$ cat src/rtl/store_write_buffer_if.sv
// rtl/store_write_buffer_if.sv - store request, memory write and load-hazard signal bundle
//
// Groups every non-clock/reset signal of store_write_buffer.
//   store request : i_store_valid, i_store_size, i_store_addr, i_store_data -> o_store_ready, o_misaligned
//   memory write  : o_mem_write_en, o_mem_addr, o_mem_data, o_mem_byte_en <- i_mem_ack
//   load check    : i_load_addr -> o_load_hazard
//   status        : o_empty
// master = pipeline/memory side, slave = the buffer.
interface store_write_buffer_if #(
    parameter int BITS_SIZE = 32,
    parameter int ADDR_BITS = 32
);
    logic                 i_store_valid;
    logic [1:0]           i_store_size;
    logic [ADDR_BITS-1:0] i_store_addr;
    logic [BITS_SIZE-1:0] i_store_data;
    logic                 o_store_ready;
    logic                 o_misaligned;
    logic                 o_mem_write_en;
    logic [ADDR_BITS-1:0] o_mem_addr;
    logic [BITS_SIZE-1:0] o_mem_data;
    logic [3:0]           o_mem_byte_en;
    logic                 i_mem_ack;
    logic [ADDR_BITS-1:0] i_load_addr;
    logic                 o_load_hazard;
    logic                 o_empty;

    modport master (
        output i_store_valid, i_store_size, i_store_addr, i_store_data, i_mem_ack, i_load_addr,
        input  o_store_ready, o_misaligned, o_mem_write_en, o_mem_addr, o_mem_data,
               o_mem_byte_en, o_load_hazard, o_empty
    );

    modport slave (
        input  i_store_valid, i_store_size, i_store_addr, i_store_data, i_mem_ack, i_load_addr,
        output o_store_ready, o_misaligned, o_mem_write_en, o_mem_addr, o_mem_data,
               o_mem_byte_en, o_load_hazard, o_empty
    );
endinterface

$ cat src/rtl/store_write_buffer.sv
// rtl/store_write_buffer.sv - aligning store queue draining to data memory over write/ack
//
// Ports:
//   i_clock  - system clock, rising edge
//   i_reset  - asynchronous active-high reset
//   bus      - store_write_buffer_if.slave (store request, memory write, load hazard, status)
// SB/SH/SW requests are lane-aligned with byte enables, queued in a DEPTH-entry FIFO and
// written out one per ack. Misaligned requests are dropped and flagged a cycle later.
module store_write_buffer #(
    parameter int BITS_SIZE = 32,
    parameter int ADDR_BITS = 32,
    parameter int DEPTH     = 4
) (
    input  logic               i_clock,
    input  logic               i_reset,
    store_write_buffer_if.slave bus
);
    localparam int IDX_W = $clog2(DEPTH);
    localparam int PTR_W = IDX_W + 1;
    localparam int WA_W  = ADDR_BITS - 2;
    localparam logic [PTR_W-1:0] FULL_COUNT = PTR_W'(DEPTH);

    localparam logic [0:0] S_IDLE  = 1'b0;
    localparam logic [0:0] S_WRITE = 1'b1;

    // Entries keep only the word address; the low two bits are always 00.
    logic [WA_W-1:0]      r_fifo_word [DEPTH];
    logic [BITS_SIZE-1:0] r_fifo_data [DEPTH];
    logic [3:0]           r_fifo_be   [DEPTH];

    logic [PTR_W-1:0]     r_wr_ptr;
    logic [PTR_W-1:0]     r_rd_ptr;
    logic [0:0]           r_state;
    logic                 r_mem_we;
    logic [WA_W-1:0]      r_mem_word;
    logic [BITS_SIZE-1:0] r_mem_data;
    logic [3:0]           r_mem_be;
    logic                 r_misaligned;

    logic [PTR_W-1:0]     w_count;
    logic                 w_full;
    logic                 w_not_empty;
    logic [1:0]           w_lane;
    logic [BITS_SIZE-1:0] w_al_data;
    logic [3:0]           w_al_be;
    logic                 w_mis;
    logic                 w_push;
    logic                 w_pop;
    logic [IDX_W-1:0]     w_wr_idx;
    logic [IDX_W-1:0]     w_rd_idx;
    logic [IDX_W-1:0]     w_slot;
    logic                 w_hazard;

    assign w_count     = r_wr_ptr - r_rd_ptr;
    assign w_full      = (w_count == FULL_COUNT);
    assign w_not_empty = (w_count != '0);
    assign w_wr_idx    = r_wr_ptr[IDX_W-1:0];
    assign w_rd_idx    = r_rd_ptr[IDX_W-1:0];
    assign w_lane      = bus.i_store_addr[1:0];

    always_comb begin
        w_al_data = '0;
        w_al_be   = '0;
        w_mis     = 1'b0;
        case (bus.i_store_size)
            2'b00: begin
                w_al_data = {4{bus.i_store_data[7:0]}};
                w_al_be   = 4'b0001 << w_lane;
            end
            2'b01: begin
                w_al_data = {2{bus.i_store_data[15:0]}};
                w_al_be   = w_lane[1] ? 4'b1100 : 4'b0011;
                w_mis     = w_lane[0];
            end
            2'b11: begin
                w_al_data = bus.i_store_data;
                w_al_be   = 4'b1111;
                w_mis     = (w_lane != 2'b00);
            end
            default: w_mis = 1'b1;
        endcase
    end

    // Fullness comes from the registered pointers, so a pop this cycle never frees room for a push.
    assign w_push = bus.i_store_valid && !w_full && !w_mis;
    // In WRITE the next head is only taken on the ack edge, giving one write per ack with no bubble.
    assign w_pop  = w_not_empty && ((r_state == S_IDLE) || bus.i_mem_ack);

    always_ff @(posedge i_clock) begin
        if (w_push) begin
            r_fifo_word[w_wr_idx] <= bus.i_store_addr[ADDR_BITS-1:2];
            r_fifo_data[w_wr_idx] <= w_al_data;
            r_fifo_be[w_wr_idx]   <= w_al_be;
        end
    end

    always_ff @(posedge i_clock or posedge i_reset) begin
        if (i_reset) begin
            r_wr_ptr <= '0;
            r_rd_ptr <= '0;
        end else begin
            if (w_push) r_wr_ptr <= r_wr_ptr + PTR_W'(1);
            if (w_pop)  r_rd_ptr <= r_rd_ptr + PTR_W'(1);
        end
    end

    always_ff @(posedge i_clock or posedge i_reset) begin
        if (i_reset) begin
            r_state      <= S_IDLE;
            r_mem_we     <= 1'b0;
            r_mem_word   <= '0;
            r_mem_data   <= '0;
            r_mem_be     <= '0;
            r_misaligned <= 1'b0;
        end else begin
            r_misaligned <= bus.i_store_valid && w_mis;
            if (w_pop) begin
                r_mem_word <= r_fifo_word[w_rd_idx];
                r_mem_data <= r_fifo_data[w_rd_idx];
                r_mem_be   <= r_fifo_be[w_rd_idx];
                r_mem_we   <= 1'b1;
                r_state    <= S_WRITE;
            end else if ((r_state == S_WRITE) && bus.i_mem_ack) begin
                r_mem_we <= 1'b0;
                r_state  <= S_IDLE;
            end
        end
    end

    // Word-granular match against every live entry plus the in-flight write; byte enables ignored.
    always_comb begin
        w_hazard = 1'b0;
        w_slot   = '0;
        for (int k = 0; k < DEPTH; k++) begin
            w_slot = w_rd_idx + IDX_W'(k);
            if ((PTR_W'(k) < w_count) && (r_fifo_word[w_slot] == bus.i_load_addr[ADDR_BITS-1:2])) begin
                w_hazard = 1'b1;
            end
        end
        if ((r_state == S_WRITE) && (r_mem_word == bus.i_load_addr[ADDR_BITS-1:2])) begin
            w_hazard = 1'b1;
        end
    end

    assign bus.o_store_ready  = !w_full;
    assign bus.o_misaligned   = r_misaligned;
    assign bus.o_mem_write_en = r_mem_we;
    assign bus.o_mem_addr     = {r_mem_word, 2'b00};
    assign bus.o_mem_data     = r_mem_data;
    assign bus.o_mem_byte_en  = r_mem_be;
    assign bus.o_load_hazard  = w_hazard;
    assign bus.o_empty        = !w_not_empty && (r_state == S_IDLE);
endmodule

$ cat src/flat_wrapper.sv
// flat-port wrapper written by rule: the top's interface ports become plain ports
module store_write_buffer_flat 
#(
    parameter int BITS_SIZE = 32,
    parameter int ADDR_BITS = 32,
    parameter int DEPTH     = 4
)
  (i_clock, i_reset, bus_i_store_valid, bus_i_store_size, bus_i_store_addr, bus_i_store_data, bus_i_mem_ack, bus_i_load_addr, bus_o_store_ready, bus_o_misaligned, bus_o_mem_write_en, bus_o_mem_addr, bus_o_mem_data, bus_o_mem_byte_en, bus_o_load_hazard, bus_o_empty);
  store_write_buffer_if #(.BITS_SIZE(BITS_SIZE), .ADDR_BITS(ADDR_BITS)) bus_i ();
  input  logic i_clock;
  input  logic i_reset;
  input wire logic [$bits(bus_i.i_store_valid)-1:0] bus_i_store_valid;
  input wire logic [$bits(bus_i.i_store_size)-1:0] bus_i_store_size;
  input wire logic [$bits(bus_i.i_store_addr)-1:0] bus_i_store_addr;
  input wire logic [$bits(bus_i.i_store_data)-1:0] bus_i_store_data;
  input wire logic [$bits(bus_i.i_mem_ack)-1:0] bus_i_mem_ack;
  input wire logic [$bits(bus_i.i_load_addr)-1:0] bus_i_load_addr;
  output wire logic [$bits(bus_i.o_store_ready)-1:0] bus_o_store_ready;
  output wire logic [$bits(bus_i.o_misaligned)-1:0] bus_o_misaligned;
  output wire logic [$bits(bus_i.o_mem_write_en)-1:0] bus_o_mem_write_en;
  output wire logic [$bits(bus_i.o_mem_addr)-1:0] bus_o_mem_addr;
  output wire logic [$bits(bus_i.o_mem_data)-1:0] bus_o_mem_data;
  output wire logic [$bits(bus_i.o_mem_byte_en)-1:0] bus_o_mem_byte_en;
  output wire logic [$bits(bus_i.o_load_hazard)-1:0] bus_o_load_hazard;
  output wire logic [$bits(bus_i.o_empty)-1:0] bus_o_empty;
  assign bus_i.i_store_valid = bus_i_store_valid;
  assign bus_i.i_store_size = bus_i_store_size;
  assign bus_i.i_store_addr = bus_i_store_addr;
  assign bus_i.i_store_data = bus_i_store_data;
  assign bus_i.i_mem_ack = bus_i_mem_ack;
  assign bus_i.i_load_addr = bus_i_load_addr;
  assign bus_o_store_ready = bus_i.o_store_ready;
  assign bus_o_misaligned = bus_i.o_misaligned;
  assign bus_o_mem_write_en = bus_i.o_mem_write_en;
  assign bus_o_mem_addr = bus_i.o_mem_addr;
  assign bus_o_mem_data = bus_i.o_mem_data;
  assign bus_o_mem_byte_en = bus_i.o_mem_byte_en;
  assign bus_o_load_hazard = bus_i.o_load_hazard;
  assign bus_o_empty = bus_i.o_empty;
  store_write_buffer #(.BITS_SIZE(BITS_SIZE), .ADDR_BITS(ADDR_BITS), .DEPTH(DEPTH)) u_core (.i_clock(i_clock), .i_reset(i_reset), .bus(bus_i));
endmodule
$ cat config.mk
export PLATFORM = sky130hd
export DESIGN_NAME = store_write_buffer_flat
export DESIGN_NICKNAME = d
export VERILOG_FILES = /design/src/rtl/store_write_buffer_if.sv /design/src/rtl/store_write_buffer.sv /design/src/flat_wrapper.sv
export SDC_FILE = /design/constraint.sdc
export NUM_CORES = 1
export LEC_CHECK = 0
export ABC_AREA = 0
export BUFFER_PORTS_ARGS = -buffer_cell sky130_fd_sc_hd__buf_2
export CAP_MARGIN = 15
export CORE_MARGIN = 2
export CORE_UTILIZATION = 51
export DETAILED_ROUTE_END_ITERATION = 10
export PLACE_DENSITY = 0.76
export SLEW_MARGIN = 5
export SYNTH_ARGS = -nofsm -noshare
export SYNTH_HDL_FRONTEND = slang
export SYNTH_SLANG_ARGS = --single-unit
$ cat constraint.sdc
create_clock -name i_clock -period 3.3 [get_ports i_clock]
set_input_delay 0.66 -clock i_clock [delete_from_list [all_inputs] [get_ports i_clock]]
set_output_delay 0.66 -clock i_clock [all_outputs]
set_load 0.03 [all_outputs]
==> flow_metrics.env <==
export IMPL_status="complete, but fails checks"
export IMPL_violations="negative setup slack"
export IMPL_core_sq_um=32600
export IMPL_ys_warn_count=0
export IMPL_total_power_uw=21300
export IMPL_peakVddDrop_mv=0.564
export IMPL_reg2regPathDepth=8
export IMPL_ys_types=47
export IMPL_slew_headroom_pct=48.4
export IMPL_gp_routability_congestion=0.886
export IMPL_overflow=0
export IMPL_viasPerCell=6.02
export IMPL_synth_seq_cells=338
export IMPL_wl_per_cell_um=24.5
export IMPL_start_kind="flop"
export IMPL_synth_edff_count=264
export IMPL_leakagePower_uw=0.00755
export IMPL_die_area_sq_um=34700
export IMPL_fp_row_count=66
export IMPL_syn_instance_count=1006
export IMPL_cts_hold_buf=0
export IMPL_regArea_sq_um=9790
export IMPL_worst_slack_ns=-0.828
export IMPL_nNetsFinal=1374
export IMPL_start_util_pct=52.0
export IMPL_multi_input_area_sq_um=6840
export IMPL_crit_arrival_ns=3.47
export IMPL_drtIter0Drc=1225
export IMPL_clockBufferDepth=3
export IMPL_first_global_vias=10600
export IMPL_die_w_um=186
export IMPL_fillCellCount=2277
export IMPL_avgSynthCellArea_sq_um=16.9
export IMPL_finalCritPeriodShare_pct=125
export IMPL_synthFlopType="edfxtp_1"
export IMPL_drc=0
export IMPL_die_y_um=186
export IMPL_finalMaxSlewViolations=0
export IMPL_clock_sink_count=338
export IMPL_ant_nets=0
export IMPL_grt_util_all_layers_pct=24.2
export IMPL_cts_root_buf="clkbuf_16"
export IMPL_min_path_type="primary input to asynchronous set/reset pin"
export IMPL_antenna_found_initial=10
export IMPL_synthToLayoutAreaGrowth_pct=21.8
export IMPL_setup_violations=1
export IMPL_timing_hold_ws_ns=0.140
export IMPL_crit_slowest_cell="mux4_2"
export IMPL_drv_cap=0
export IMPL_path_class="flop to output pin"
export IMPL_drt_total_wl_mm=42.7
export IMPL_final_cell_mix="264 x edfxtp_1, 168 x buf_2, 135 x mux4_2"
export IMPL_rsz0062_at_grt="yes"
export IMPL_grt_max_degree=51
export IMPL_cts_tree="done"
export IMPL_cpMostUsedCell="buf_4"
export IMPL_synthArstFlopShare_pct=21.9
export IMPL_clkTransAtPathRegs_ns=0.06
export IMPL_final_common_cell="edfxtp_1"
export IMPL_numPortBuffers=170
export IMPL_tightest_slew_ns=0.767
export IMPL_clkLatencyLatePin_ns=0.55
export IMPL_min_period_ns=4.13
export IMPL_numCtsBuffers=38
export IMPL_powerDensity_nw_per_um2=1030
export IMPL_cp_required_ns=2.64
export IMPL_drive_above_1_share_pct=44.5
export IMPL_cp_end_kind="output pin"
export IMPL_max_stage_delay_ns=0.57
export IMPL_clock_skew_ns=0.0411
export IMPL_grt_pass1_wl_mm=63.4
export IMPL_dr_total_vias=10500
export IMPL_dr_pass1_iters=7
export IMPL_path_cells="buf_12 -> buf_4 -> mux4_2 -> xnor2_2 -> nand4_1 -> or4_1 -> nor4_1 -> a21oi_1 -> o311ai_2 -> buf_4"
export IMPL_dp_hpwl_mm=29.9
export IMPL_fmax_ghz=0.242
export IMPL_ys_seq_area_share_pct=57.7
export IMPL_netlist_area_sq_um=17000
export IMPL_crit_fanout=7
export IMPL_ioPinCount=175
export IMPL_hold_violations=0
export IMPL_h_tree_depth=2
==> where the power goes <==
| group | switching, uW | total (uW) | internal [uW] |
|---|---|---|---|
| Clock | 1720 | 4070 | 2350 |
| Combinational | 5510 | 11100 | 5590 |
| Sequential | 574 | 6150 | 5580 |
| Total | 7810 | 21300 | 13500 |
==> critical path, delay by kind of cell, from the launching register on <==
family                 cells  cell delay (ns)
multiplexers               1             0.57
AND/OR/NAND/NOR            3             0.88
flip-flops                 1             0.52
AO/OA/AOI/OAI              2             0.20
XOR/XNOR                   1             0.23
buffers and inverters      3             0.53
==> flip-flops by register name (all words and copies together), names as in the netlist <==
signal	flops
u_core.bus.o_mem_byte_en	4
u_core.bus.o_mem_data	32
u_core.bus.o_misaligned	1
u_core.r_fifo_be	16
u_core.r_fifo_data	128
u_core.r_fifo_word	120
u_core.r_mem_word	30
u_core.r_rd_ptr	3
u_core.r_state	1
u_core.r_wr_ptr	3
==> kinds of logic after synthesis <==
group           count (synthesis)  synth area share [%]
simple gates                  129                  3.87
flops                         338                  57.7
mux                           239                  25.3
buf+inv                        90                  2.67
compound gates                 47                  1.88
other cells                     1                0.0221
xor+xnor                      155                  8.08
fa+ha+maj                       7                 0.561
==> layer usage <==
layer  GRT usage, %  vias to the layer above  share of wire [%]
met5              0                        -              0.096
met4           7.17                        6                2.9
met3           6.81                       93                 10
met2           39.6                      527                 49
met1           31.7                     5355                 38
li1               -                     4506                  -
==> final timing paths <==
check	start	to	slack, ns
max in group asynchronous	i_reset	u_core.bus.o_mem_data[19]	2.43
min	i_reset	u_core.r_mem_word[21]	0.14
max	u_core.r_rd_ptr[0]	bus_o_load_hazard	-0.83
min reg2reg	u_core.bus.o_mem_data[5]	u_core.bus.o_mem_data[5]	0.50
max reg2reg	u_core.r_rd_ptr[0]	u_core.r_fifo_data[3][19]	0.39
min in group i_clock	bus_i_store_addr[14]	u_core.r_fifo_word[1][12]	0.32
==> area by class of cell <==
cell class | instances | area share, %
Sequential cell | 338 | 47.4
Multi-Input combinational cell | 579 | 33.1
Timing Repair Buffer | 301 | 10.8
Clock buffer | 51 | 4.89
Tap cell | 442 | 2.68
Clock inverter | 19 | 1.00
Inverter | 7 | 0.133
Antenna cell | 6 | 0.0726
==> cells in the mapped netlist, types with 2 or more instances <==
library cell  number  area [sq um]
ha_1               6          75.1
mux2_2            67           754
inv_1              7          26.3
buf_4             12          90.1
nor4_1            17           106
mux4_2           134          3020
nor3_1             3          15.0
buf_2             16          80.1
and2_1            13          81.3
nor2_1            15          56.3
o211ai_1           2          15.0
a21oi_1           11          55.1
clkbuf_1          37           139
or4_1              2          15.0
edfxtp_1         264          7930
nand3_1            6          30.0
nand4_1           26           163
mux4_1             8           210
mux2i_1           30           300
a22o_1            10          87.6
o21ai_0           12          60.1
nand2b_1           2          12.5
dfrtp_1           74          1850
buf_1             13          48.8
buf_6              3          33.8
nand2_1           42           158
a2111oi_0          2          17.5
xor2_1            48           420
xnor2_1          106           928
==> metrics by stage <==
stage               utilization, %  std cells  setup slack [ns]  cell area, sq um  TNS [ns]
finish                        63.4       1743            -0.828             20700    -0.828
global route                  63.3       1740            -0.927             20700    -0.927
CTS                           62.9       1728            -0.748             20500    -0.748
detailed placement            58.5       1650            -0.415             19100    -0.415
global placement              58.5       1650            -0.401             19100    -0.401
floorplan                        -       1007           0.00913             17000         0
==> timing repair <==
action / in CTS / in global routing
endpoints found under the setup margin: 2 / 2
setup buffers: 7 / 8
gates cloned: 1 / 1
pin swaps: 10 / 6
gates resized for setup: 23 / 8
Note: power is estimated with default switching activity, not from simulation.
